==> src/rtl/icache_refill_ctrl_pkg.sv <==
// Shared icache/refill definitions: refill FSM state type, default geometry, and helpers that
// derive beat count and block-offset width from line/beat widths.
package icache_refill_ctrl_pkg;

   localparam int unsigned DEF_ADDR_WIDTH     = 64;
   localparam int unsigned DEF_BLOCK_WIDTH    = 512;
   localparam int unsigned DEF_BEAT_WIDTH     = 64;
   localparam int unsigned DEF_TIMEOUT_CYCLES = 1024;

   localparam int unsigned BEAT_COUNT        = DEF_BLOCK_WIDTH / DEF_BEAT_WIDTH;
   localparam int unsigned BLOCK_OFFSET_BITS = $clog2(DEF_BLOCK_WIDTH / 8);

   typedef enum logic [1:0] {
      StIdle  = 2'd0,
      StReq   = 2'd1,
      StFill  = 2'd2,
      StWrite = 2'd3
   } refill_state_e;

   function automatic int unsigned beat_count(int unsigned block_w, int unsigned beat_w);
      return block_w / beat_w;
   endfunction

   // Byte-offset bits within one cache line.
   function automatic int unsigned block_offset_bits(int unsigned block_w);
      return $clog2(block_w / 8);
   endfunction

endpackage

==> src/rtl/icache_refill_ctrl_if.sv <==
// Memory read bus between the refill controller (master) and memory (slave).
//  mem_req_valid / mem_req_ready / mem_addr : block-aligned read request handshake
//  mem_rvalid / mem_rready / mem_rdata      : read-data beat handshake
interface icache_refill_ctrl_if #(
   parameter int unsigned ADDR_WIDTH = 64,
   parameter int unsigned BEAT_WIDTH = 64
);
   logic                  mem_req_valid;
   logic                  mem_req_ready;
   logic [ADDR_WIDTH-1:0] mem_addr;
   logic                  mem_rvalid;
   logic                  mem_rready;
   logic [BEAT_WIDTH-1:0] mem_rdata;

   modport master (
      output mem_req_valid,
      input  mem_req_ready,
      output mem_addr,
      input  mem_rvalid,
      output mem_rready,
      input  mem_rdata
   );

   modport slave (
      input  mem_req_valid,
      output mem_req_ready,
      input  mem_addr,
      output mem_rvalid,
      input  mem_rready,
      output mem_rdata
   );
endinterface

==> src/rtl/icache_refill_ctrl_line_buffer.sv <==
// Line assembly buffer: inserts each accepted beat at its slot (beat 0 at the LSBs) and tracks
// the beat index. The index saturates on the last beat instead of wrapping.
//  i_clk, i_arst   clock, asynchronous active-high reset
//  i_clear         restart a line (index and buffer to 0)
//  i_beat_valid    store i_beat_data at the current index
//  i_beat_data     one read beat
//  o_line          assembled line
//  o_last          current index is the final beat of the line
module icache_refill_ctrl_line_buffer
   import icache_refill_ctrl_pkg::*;
#(
   parameter int unsigned BLOCK_WIDTH = DEF_BLOCK_WIDTH,
   parameter int unsigned BEAT_WIDTH  = DEF_BEAT_WIDTH
) (
   input  logic                   i_clk,
   input  logic                   i_arst,
   input  logic                   i_clear,
   input  logic                   i_beat_valid,
   input  logic [BEAT_WIDTH-1:0]  i_beat_data,
   output logic [BLOCK_WIDTH-1:0] o_line,
   output logic                   o_last
);

   localparam int unsigned NUM_BEATS = beat_count(BLOCK_WIDTH, BEAT_WIDTH);
   localparam int unsigned CNT_W     = (NUM_BEATS > 1) ? $clog2(NUM_BEATS) : 1;

   logic [CNT_W-1:0]       r_cnt;
   logic [BLOCK_WIDTH-1:0] r_line;
   logic                   w_last;

   assign w_last = (r_cnt == CNT_W'(NUM_BEATS - 1));

   always_ff @(posedge i_clk or posedge i_arst) begin
      if (i_arst) begin
         r_cnt  <= '0;
         r_line <= '0;
      end else if (i_clear) begin
         r_cnt  <= '0;
         r_line <= '0;
      end else if (i_beat_valid) begin
         r_line[r_cnt*BEAT_WIDTH +: BEAT_WIDTH] <= i_beat_data;
         if (!w_last) begin
            r_cnt <= r_cnt + CNT_W'(1);
         end
      end
   end

   assign o_line = r_line;
   assign o_last = w_last;

endmodule

==> src/rtl/icache_refill_ctrl.sv <==
// Instruction-cache miss handler. On a fetch miss it latches the address, issues one
// block-aligned read, collects the beats into a full line and pulses the cache write port.
// Fetch is stalled from miss detection until the line is written.
// Optional watchdog: define ICACHE_REFILL_TIMEOUT_EN to abort refills that see no handshake for
// TIMEOUT_CYCLES consecutive cycles (pulses o_refill_err, no write). Without it o_refill_err
// is tied 0 and a refill waits indefinitely.
//  i_clk, i_arst   clock, asynchronous active-high reset
//  i_fetch_req     fetch lookup at i_addr this cycle
//  i_addr          fetch address
//  i_hit           icache hit for o_cache_addr
//  o_stall         fetch must hold/retry
//  o_cache_addr    icache lookup/write address
//  o_write_en      1-cycle icache write strobe
//  o_instr_block   assembled line for the icache
//  o_refill_err    1-cycle pulse when the watchdog aborts a refill
//  mem             memory read bus (master side)
module icache_refill_ctrl
   import icache_refill_ctrl_pkg::*;
#(
   parameter int unsigned ADDR_WIDTH  = DEF_ADDR_WIDTH,
   parameter int unsigned BLOCK_WIDTH = DEF_BLOCK_WIDTH,
   parameter int unsigned BEAT_WIDTH  = DEF_BEAT_WIDTH
`ifdef ICACHE_REFILL_TIMEOUT_EN
   ,
   parameter int unsigned TIMEOUT_CYCLES = DEF_TIMEOUT_CYCLES
`endif
) (
   input  logic                   i_clk,
   input  logic                   i_arst,
   input  logic                   i_fetch_req,
   input  logic [ADDR_WIDTH-1:0]  i_addr,
   input  logic                   i_hit,
   output logic                   o_stall,
   output logic [ADDR_WIDTH-1:0]  o_cache_addr,
   output logic                   o_write_en,
   output logic [BLOCK_WIDTH-1:0] o_instr_block,
   output logic                   o_refill_err,
   icache_refill_ctrl_if.master   mem
);

   localparam int unsigned OFF_BITS = block_offset_bits(BLOCK_WIDTH);
   localparam logic [ADDR_WIDTH-1:0] ALIGN_MASK =
      ~((ADDR_WIDTH'(1) << OFF_BITS) - ADDR_WIDTH'(1));

   refill_state_e         r_state, w_state_d;
   logic [ADDR_WIDTH-1:0] r_miss_addr, w_miss_addr_d;
   logic                  r_req_valid;
   logic                  r_rready;
   logic                  r_write_en;
   logic                  w_req_fire;
   logic                  w_beat_fire;
   logic                  w_last_beat;

   assign w_req_fire  = r_req_valid & mem.mem_req_ready;
   assign w_beat_fire = r_rready & mem.mem_rvalid;

`ifdef ICACHE_REFILL_TIMEOUT_EN
   localparam int unsigned WD_W = $clog2(TIMEOUT_CYCLES + 1);

   logic [WD_W-1:0] r_wd;
   logic            r_refill_err;
   logic            w_waiting;
   logic            w_wd_expire;

   // Counts consecutive REQ/FILL cycles with no handshake of either kind.
   assign w_waiting   = (r_state == StReq) || (r_state == StFill);
   assign w_wd_expire = w_waiting && !w_req_fire && !w_beat_fire &&
                        (r_wd == WD_W'(TIMEOUT_CYCLES - 1));

   always_ff @(posedge i_clk or posedge i_arst) begin
      if (i_arst) begin
         r_wd         <= '0;
         r_refill_err <= 1'b0;
      end else begin
         r_refill_err <= w_wd_expire;
         if (!w_waiting || w_req_fire || w_beat_fire || w_wd_expire) begin
            r_wd <= '0;
         end else begin
            r_wd <= r_wd + WD_W'(1);
         end
      end
   end

   assign o_refill_err = r_refill_err;
`else
   assign o_refill_err = 1'b0;
`endif

   always_comb begin
      w_state_d     = r_state;
      w_miss_addr_d = r_miss_addr;
      unique case (r_state)
         StIdle: begin
            if (i_fetch_req && !i_hit) begin
               w_miss_addr_d = i_addr;
               w_state_d     = StReq;
            end
         end
         StReq: begin
            if (w_req_fire) w_state_d = StFill;
         end
         StFill: begin
            if (w_beat_fire && w_last_beat) w_state_d = StWrite;
         end
         StWrite: begin
            w_state_d = StIdle;
         end
         default: begin
            w_state_d = StIdle;
         end
      endcase
`ifdef ICACHE_REFILL_TIMEOUT_EN
      if (w_wd_expire) w_state_d = StIdle;
`endif
   end

   // Bus/strobe outputs are registered from the next state so they line up with r_state.
   always_ff @(posedge i_clk or posedge i_arst) begin
      if (i_arst) begin
         r_state     <= StIdle;
         r_miss_addr <= '0;
         r_req_valid <= 1'b0;
         r_rready    <= 1'b0;
         r_write_en  <= 1'b0;
      end else begin
         r_state     <= w_state_d;
         r_miss_addr <= w_miss_addr_d;
         r_req_valid <= (w_state_d == StReq);
         r_rready    <= (w_state_d == StFill);
         r_write_en  <= (w_state_d == StWrite);
      end
   end

   icache_refill_ctrl_line_buffer #(
      .BLOCK_WIDTH (BLOCK_WIDTH),
      .BEAT_WIDTH  (BEAT_WIDTH)
   ) u_line_buffer (
      .i_clk        (i_clk),
      .i_arst       (i_arst),
      .i_clear      (w_req_fire),
      .i_beat_valid (w_beat_fire),
      .i_beat_data  (mem.mem_rdata),
      .o_line       (o_instr_block),
      .o_last       (w_last_beat)
   );

   always_comb begin
      if (r_state == StIdle) begin
         o_stall      = i_fetch_req & ~i_hit;
         o_cache_addr = i_addr;
      end else begin
         o_stall      = 1'b1;
         o_cache_addr = r_miss_addr;
      end
   end

   assign o_write_en        = r_write_en;
   assign mem.mem_req_valid = r_req_valid;
   assign mem.mem_rready    = r_rready;
   assign mem.mem_addr      = r_miss_addr & ALIGN_MASK;

endmodule

==> src/flat_wrapper.sv <==
// flat-port wrapper written by rule: the top's interface ports become plain ports
module icache_refill_ctrl_flat import icache_refill_ctrl_pkg::*;
#(
   parameter int unsigned ADDR_WIDTH  = DEF_ADDR_WIDTH,
   parameter int unsigned BLOCK_WIDTH = DEF_BLOCK_WIDTH,
   parameter int unsigned BEAT_WIDTH  = DEF_BEAT_WIDTH

)
  (i_clk, i_arst, i_fetch_req, i_addr, i_hit, o_stall, o_cache_addr, o_write_en, o_instr_block, o_refill_err, mem_mem_req_valid, mem_mem_req_ready, mem_mem_addr, mem_mem_rvalid, mem_mem_rready, mem_mem_rdata);
  icache_refill_ctrl_if #(.ADDR_WIDTH(ADDR_WIDTH), .BEAT_WIDTH(BEAT_WIDTH)) mem_i ();
  input  logic i_clk;
  input  logic i_arst;
  input  logic i_fetch_req;
  input  logic [ADDR_WIDTH-1:0] i_addr;
  input  logic i_hit;
  output logic o_stall;
  output logic [ADDR_WIDTH-1:0] o_cache_addr;
  output logic o_write_en;
  output logic [BLOCK_WIDTH-1:0] o_instr_block;
  output logic o_refill_err;
  output wire logic [$bits(mem_i.mem_req_valid)-1:0] mem_mem_req_valid;
  input wire logic [$bits(mem_i.mem_req_ready)-1:0] mem_mem_req_ready;
  output wire logic [$bits(mem_i.mem_addr)-1:0] mem_mem_addr;
  input wire logic [$bits(mem_i.mem_rvalid)-1:0] mem_mem_rvalid;
  output wire logic [$bits(mem_i.mem_rready)-1:0] mem_mem_rready;
  input wire logic [$bits(mem_i.mem_rdata)-1:0] mem_mem_rdata;
  assign mem_mem_req_valid = mem_i.mem_req_valid;
  assign mem_i.mem_req_ready = mem_mem_req_ready;
  assign mem_mem_addr = mem_i.mem_addr;
  assign mem_i.mem_rvalid = mem_mem_rvalid;
  assign mem_mem_rready = mem_i.mem_rready;
  assign mem_i.mem_rdata = mem_mem_rdata;
  icache_refill_ctrl #(.ADDR_WIDTH(ADDR_WIDTH), .BLOCK_WIDTH(BLOCK_WIDTH), .BEAT_WIDTH(BEAT_WIDTH)) u_core (.i_clk(i_clk), .i_arst(i_arst), .i_fetch_req(i_fetch_req), .i_addr(i_addr), .i_hit(i_hit), .o_stall(o_stall), .o_cache_addr(o_cache_addr), .o_write_en(o_write_en), .o_instr_block(o_instr_block), .o_refill_err(o_refill_err), .mem(mem_i));
endmodule
==> config.mk <==
export PLATFORM = sky130hd
export DESIGN_NAME = icache_refill_ctrl_flat
export DESIGN_NICKNAME = d
export VERILOG_FILES = /design/src/rtl/icache_refill_ctrl_pkg.sv /design/src/rtl/icache_refill_ctrl_if.sv /design/src/rtl/icache_refill_ctrl_line_buffer.sv /design/src/rtl/icache_refill_ctrl.sv /design/src/flat_wrapper.sv
export SDC_FILE = /design/constraint.sdc
export NUM_CORES = 1
export LEC_CHECK = 0
export ABC_AREA = 1
export CAP_MARGIN = 20
export CORE_ASPECT_RATIO = 1.1
export CORE_UTILIZATION = 26
export CTS_BUF_LIST = sky130_fd_sc_hd__clkbuf_8 sky130_fd_sc_hd__clkbuf_16
export DETAILED_ROUTE_END_ITERATION = 7
export PLACE_DENSITY = 0.55
export SKIP_CTS_REPAIR_TIMING = 1
export SLEW_MARGIN = 20
export SYNTH_ARGS = -nofsm -noshare
export SYNTH_HDL_FRONTEND = slang
export SYNTH_SLANG_ARGS = --single-unit
==> constraint.sdc <==
create_clock -name i_clk -period 18.8 [get_ports i_clk]
set_input_delay 2.82 -clock i_clk [delete_from_list [all_inputs] [get_ports i_clk]]
set_output_delay 2.82 -clock i_clk [all_outputs]
set_load 0.02 [all_outputs]
==> impl_metrics.csv, run 1 <==
group,metric,value,unit
placed_design,dpl_cell_area,0.0344,mm^2
floorplanning,die_area,0.102,mm^2
floorplanning,core,0.0995,mm^2
floorplanning,fp.dieW,305,um
timing,fin_crit_sh,0.377,
logic_synthesis,synth_cells,3142,
critical_path,setup.worst_path.class,"in -> out",
global_routing,grt_pass1_wl,176,mm
cts,tritoncts,"done",
timing,finalSetupViolCount,0,
cts,cts_root_buffer,"clkbuf_16",
detailed_routing,num_vias,24800,
critical_path,worstPathRequired,15.98,ns
detailed_routing,wire_per_inst,24.3,um
detailed_routing,drc,0,
global_routing,antenna_found_initial,2,
logic_synthesis,yosysTopAreaCell,"dfrtp_1",
critical_path,worstPathArrival,4.26,ns
global_routing,overflow,0,
pwr,total_leakage_power,18.0,nW
timing,tightest_slew,1.16,ns
final_layout,finalNetCount,3853,
flow_run,cap_viol_max_count,0,
detailed_routing,via_per_inst,4.91,
final_layout,fillerInstances,10200,
cts,clock_sinks,584,
cts,cts_buffer_depth,3,
final_layout,multi_input_area,0.00953,mm^2
floorplanning,row_count,121,
global_routing,grt_pass1_vias,24300,
detailed_routing,drtPass1Iterations,6,
logic_synthesis,yosysSeqAreaShare,0.558,
detailed_routing,routed_wl,123,mm
logic_synthesis,synth-seq-cells,584,
final_layout,drive_gt1_frac,0.0518,
critical_path,max_stage_delay,0.67,ns
timing,fin_ws,11.72,ns
logic_synthesis,ys.flop_type,"dfrtp_1",
critical_path,reg2reg_depth,6,
timing,hold_violations,0,
worst_hold_path,hold_start,"u_core.r_miss_addr[2]",
critical_path,cp_max_fo,2,
logic_synthesis,synth_edf_count,0,
timing,max_freq,141,MHz
cts,clock_latency,0.63,ns
placed_design,dp_hpwl,82.5,mm
timing,slew_viol_final,0,
timing,skew,0.0294,ns
critical_path,r2r_end,"u_core.u_line_buffer.o_line[15]",
floorplanning,die_h,335,um
cts,cts_buffers,70,
placed_design,port_buffers,771,
timing,slew_headroom,0.227,
logic_synthesis,syn_avg_cell_area,8.34,um^2
critical_path,startpoint,"i_addr[43]",
logic_synthesis,syn_area,0.0262,mm^2
placed_design,pre_cts_ws,11.63,ns
final_layout,fin_area,0.0368,mm^2
cts,path_clk_slew,0.06,ns
timing,rsz0062_at_grt,"false",
pwr,power,4.54,mW
cts,htreeDepth,3,
critical_path,cp-end-kind,"output pin",
run_status,status,"finished clean",
critical_path,critical_path.cell_chain,"clkdlybuf4s50_1 -> inv_1 -> a21oi_1 -> clkdlybuf4s50_1",
detailed_routing,antenna_left,0,
pwr,power_density,123,mW/mm^2
floorplanning,ios,779,
worst_hold_path,whs_path_depth,2,
global_routing,grt_max_degree,183,
logic_synthesis,yosysUniqueCellTypes,25,
critical_path,cpMostUsedCell,"clkdlybuf4s50_1",
worst_hold_path,hp-class,"reg -> reg",
floorplanning,start_util,0.263,
timing,fin_crit,7.08,ns
placed_design,routabilityCongestion,0.840,
detailed_routing,drtIter0Drc,2320,
global_routing,grt_use_total,0.234,
final_layout,regArea,0.0146,mm^2
critical_path,r2r-start,"u_core.mem.mem_req_valid",
pwr,vdd_drop_max,0.000101,V
logic_synthesis,ys_top_cells_by_area,"dfrtp_1 (56%), nand2_1 (13%), nand3_1 (12%), nor3_1 (2.8%), o21ai_0 (2.3%)",
timing,hold_ws,0.491,ns
worst_hold_path,min_to,"u_core.r_miss_addr[2]",
logic_synthesis,async_reset_ff_frac,1.00,
logic_synthesis,ys_warn_count,0,
timing,fin_setup_tns,0,ns
logic_synthesis,synth_top_area_frac,0.558,
critical_path,rrSetupSlack,15.06,ns
final_layout,area_growth,40.5,%
critical_path,cp-start-kind,"input port",
critical_path,cp_slowest_cell,"clkdlybuf4s50_1",
synth_stat cells, drive strengths merged (7+ instances only):
cell type and n:
ha 7, nand4 82, nand2 883, inv 159, clkbuf 94, nor2 156
a21oi 67, buf 224, dfrtp 584, nor3 152, o21ai 122, nand3 609
cells in the final DEF, fill, tap and decap left out, drive strengths merged:
cell type	count
nor2	156
clkinvlp	5
nand4	82
conb	7
bufinv	7
buf	39
o211ai	1
nor3	152
o21ai	122
clkbuf	84
nand2	883
clkinv	12
clkdlybuf4s50	771
nand3	609
inv	179
a21oi	67
ha	7
diode	2
dfrtp	584
stage by stage:
| step | std cells | util |
|---|---|---|
| 2_1_floorplan | 3148 | - |
| 3_3_place_gp | 4931 | 0.346 |
| 3_5_place_dp | 4931 | 0.346 |
| 4_1_cts | 5058 | 0.370 |
| 5_1_grt | 5058 | 0.370 |
| 6_report | 5060 | 0.370 |
logic make-up (layout without fill, tap and decap cells):
logic type / after synthesis / count (layout) / synth area share
other: 1 / 9 / 0.000143
adder cells (fa/ha/maj): 7 / 7 / 0.00334
flip-flops: 584 / 584 / 0.558
AO/OA/AOI/OAI: 190 / 190 / 0.0364
AND/OR/NAND/NOR: 1882 / 1882 / 0.318
buffers and inverters: 478 / 1097 / 0.0846
worst max-delay path: cells and delay by family:
| kind | cells | cell delay [ns] |
|---|---|---|
| AO/OA/AOI/OAI | 1 | 0.27 |
| buffers and inverters | 3 | 1.17 |
state kept, by name (all words and copies together), names as in the netlist:
name / flops
u_core.r_state: 2
u_core.r_miss_addr: 64
u_core.u_line_buffer.o_line: 512
u_core.mem.mem_req_valid: 1
u_core.u_line_buffer.r_cnt: 3
u_core.mem.mem_rready: 1
u_core.o_write_en: 1
report_power, final:
part | internal (mW) | switching, mW | leakage, nW | total (mW)
registers | 1.38 | 0.0917 | 8.04 | 1.47
logic | 0.518 | 1.12 | 8.73 | 1.63
clock network | 0.843 | 0.591 | 1.23 | 1.43
layer usage:
layer	global-route usage	wire, um	vias up
met3	0.0614	9110	207
li1	-	-	11400
met5	0	14	-
met4	0.0876	4500	2
met2	0.383	58300	1010
met1	0.294	50900	12200
area by class of cell:
cell class,instances,share of cell area
antenna,2,0.000136
clock inverter,43,0.0124
timing repair buffer,810,0.218
sequential,584,0.397
clock buffer,84,0.0531
tap,1291,0.0439
multi-input combinational,2086,0.259
inverter,160,0.0165
worst max path at each step:
stage | endpoint | slack (ns)
4_1_cts | o_cache_addr[43] | 11.69
2_1_floorplan | u_core.mem.mem_req_valid | 8.02
6_report | o_cache_addr[43] | 11.72
3_5_place_dp | u_core.u_line_buffer.o_line[363] | 11.63
5_1_grt | o_cache_addr[42] | 11.69
3_3_place_gp | u_core.u_line_buffer.o_line[107] | 11.64
Power figures use the tool's default switching activity.
==> run 2: changes to the inputs <==
Settings changed: PLACE_DENSITY 0.55 to 0.53.
Clock period 18.8 ns to 6.6 ns, I/O delays scaled along.
==> run 2 against run 1 <==
Effect of this change: flip-flop and latch count stayed put; via count is 0.41% lower; hold slack is essentially flat; critical path depth grew 1; final cell count hardly changed; register-to-register slack got worse by 12 ns; largest cell class unchanged.
==> impl_metrics.csv, run 2 (synthesis gave the netlist of run 1 again) <==
group,metric,value,unit
timing,slew_viol_final,0,
final_layout,area_growth,40.6,%
critical_path,cp_slowest_cell,"clkdlybuf4s50_1",
floorplanning,fp.dieW,305,um
final_layout,layout_common_cells,"nand2_1 (872), clkdlybuf4s50_1 (771), nand3_1 (605)",
floorplanning,core,0.0995,mm^2
critical_path,reg2reg_depth,11,
timing,rsz0062_at_grt,"false",
placed_design,dp_hpwl,84.8,mm
pwr,power_density,351,mW/mm^2
global_routing,grt_pass1_vias,23900,
pwr,vdd_drop_max,0.000268,V
detailed_routing,via_per_inst,4.89,
placed_design,placed_cells,4930,
critical_path,startpoint,"u_core.r_state[0]",
critical_path,max_stage_delay,0.71,ns
critical_path,worstPathRequired,5.61,ns
detailed_routing,drtIter0Drc,2002,
detailed_routing,antenna_left,0,
run_status,status,"finished clean",
floorplanning,die_h,335,um
critical_path,cp.depth,5,
cts,clock_sinks,584,
pwr,power,12.9,mW
detailed_routing,drtPass1Iterations,5,
critical_path,critical_path.cell_chain,"nor2_4 -> buf_4 -> nor2_1 -> a21oi_1 -> clkdlybuf4s50_1",
flow_run,cap_viol_max_count,0,
critical_path,crit_path_end,"o_cache_addr[25]",
detailed_routing,wire_per_inst,24.6,um
critical_path,setup.worst_path.class,"reg -> out",
timing,slew_headroom,0.253,
detailed_routing,routed_wl,125,mm
timing,skew,0.0300,ns
final_layout,drive_gt1_frac,0.0492,
global_routing,grt_max_degree,171,
timing,finalSetupViolCount,0,
placed_design,routabilityCongestion,0.852,
cts,cts_root_buffer,"clkbuf_16",
critical_path,path_delay_family,"buffers and inverters",
cts,htreeDepth,3,
timing,fin_crit_sh,0.645,
cts,tritoncts,"done",
critical_path,worstPathArrival,3.27,ns
floorplanning,die_area,0.102,mm^2
critical_path,r2r_end,"u_core.u_line_buffer.o_line[308]",
timing,fin_crit,4.26,ns
global_routing,overflow,0,
cts,cts_buffers,72,
final_layout,instances_no_fill,5055,
global_routing,grt_pass1_wl,177,mm
cts,clock_latency,0.65,ns
critical_path,rrSetupSlack,2.90,ns
critical_path,cp-end-kind,"output pin",
timing,tightest_slew,1.12,ns
cts,cts_buffer_depth,3,
timing,max_freq,235,MHz
worst_hold_path,hp-class,"reg -> reg",
global_routing,antenna_found_initial,6,
global_routing,grt_use_total,0.238,
placed_design,port_buffers,771,
floorplanning,row_count,121,
pwr,total_leakage_power,18.0,nW
timing,hold_violations,0,
cts,path_clk_slew,0.06,ns
final_layout,finalNetCount,3854,
critical_path,cp_num_buf_inv,2,
detailed_routing,num_vias,24700,
final_layout,layout_commonest_cell,"nand2_1",
final_layout,fillerInstances,10300,
critical_path,cp-start-kind,"flop",
floorplanning,ios,779,
detailed_routing,drc,0,
floorplanning,start_util,0.263,
final_layout,largest_register_ff_count,512,
critical_path,r2r-start,"u_core.u_line_buffer.r_cnt[0]",
critical_path,cp_max_fo,30,
## run 2: cell count changes in the layout (fill, tap and decap cells not counted), moves of 2 or more
cell        before  now
buf_12           1    6
buf_4           37   32
clkbuf_8        13   15
clkinv_2         9    3
clkinv_8         1    3
clkinvlp_4       5    2
inv_1          164  170
inv_6            5    3
## run 2: worst register-to-register path: cells and delay by family, from the launching register on
family	cells	cell delay (ns)
adder cells (fa/ha/maj)	2	0.50
flip-flops	1	0.39
AND/OR/NAND/NOR	5	1.54
buffers and inverters	4	1.21
## run 2: routing by layer
metal,part of all wire,global-route usage,wire [um]
met5,0.00032,0,40
met4,0.034,0.0848,4190
met3,0.078,0.0627,9670
met2,0.48,0.397,59600
met1,0.41,0.297,51000
## run 2: worst min-delay path by stage
| stage | startpoint | endpoint | depth (start not counted) |
|---|---|---|---|
| 3_5_place_dp | u_core.r_miss_addr[4] | u_core.r_miss_addr[4] | 2 |
| 4_1_cts | u_core.r_miss_addr[2] | u_core.r_miss_addr[2] | 2 |
| 5_1_grt | u_core.r_miss_addr[5] | u_core.r_miss_addr[5] | 2 |
| 3_3_place_gp | u_core.r_miss_addr[1] | u_core.r_miss_addr[1] | 2 |
| 6_report | u_core.r_miss_addr[5] | u_core.r_miss_addr[5] | 2 |
| 2_1_floorplan | u_core.r_miss_addr[0] | u_core.r_miss_addr[0] | 2 |
## run 2: power breakdown
group	internal, mW	switching, mW
clock	2.39	1.67
sequential	3.94	0.266
combinational	1.49	3.15
## run 2: per-stage QoR
stage	util	instance area (um^2)	hold WS, ns	setup WS, ns	setup TNS (ns)
global route	0.370	36800	0.506	2.19	0
CTS	0.370	36800	0.493	2.18	0
floorplan	-	26200	0.454	-2.35	-1372.07
global placement	0.346	34400	0.471	2.55	0
detailed placement	0.346	34400	0.479	2.54	0
finish	0.370	36800	0.491	2.34	0
## run 2: cell type report
cell class | instances | area (um^2) | area share
diodes | 1 | 2.50 | 0.0000680
clock buffers | 87 | 2010 | 0.0545
clock inverters | 37 | 373 | 0.0101
inverters | 160 | 607 | 0.0165
multi-input cells | 2086 | 9520 | 0.259
flip-flops and latches | 584 | 14600 | 0.397
well taps | 1291 | 1620 | 0.0439
repair buffers | 809 | 8080 | 0.219
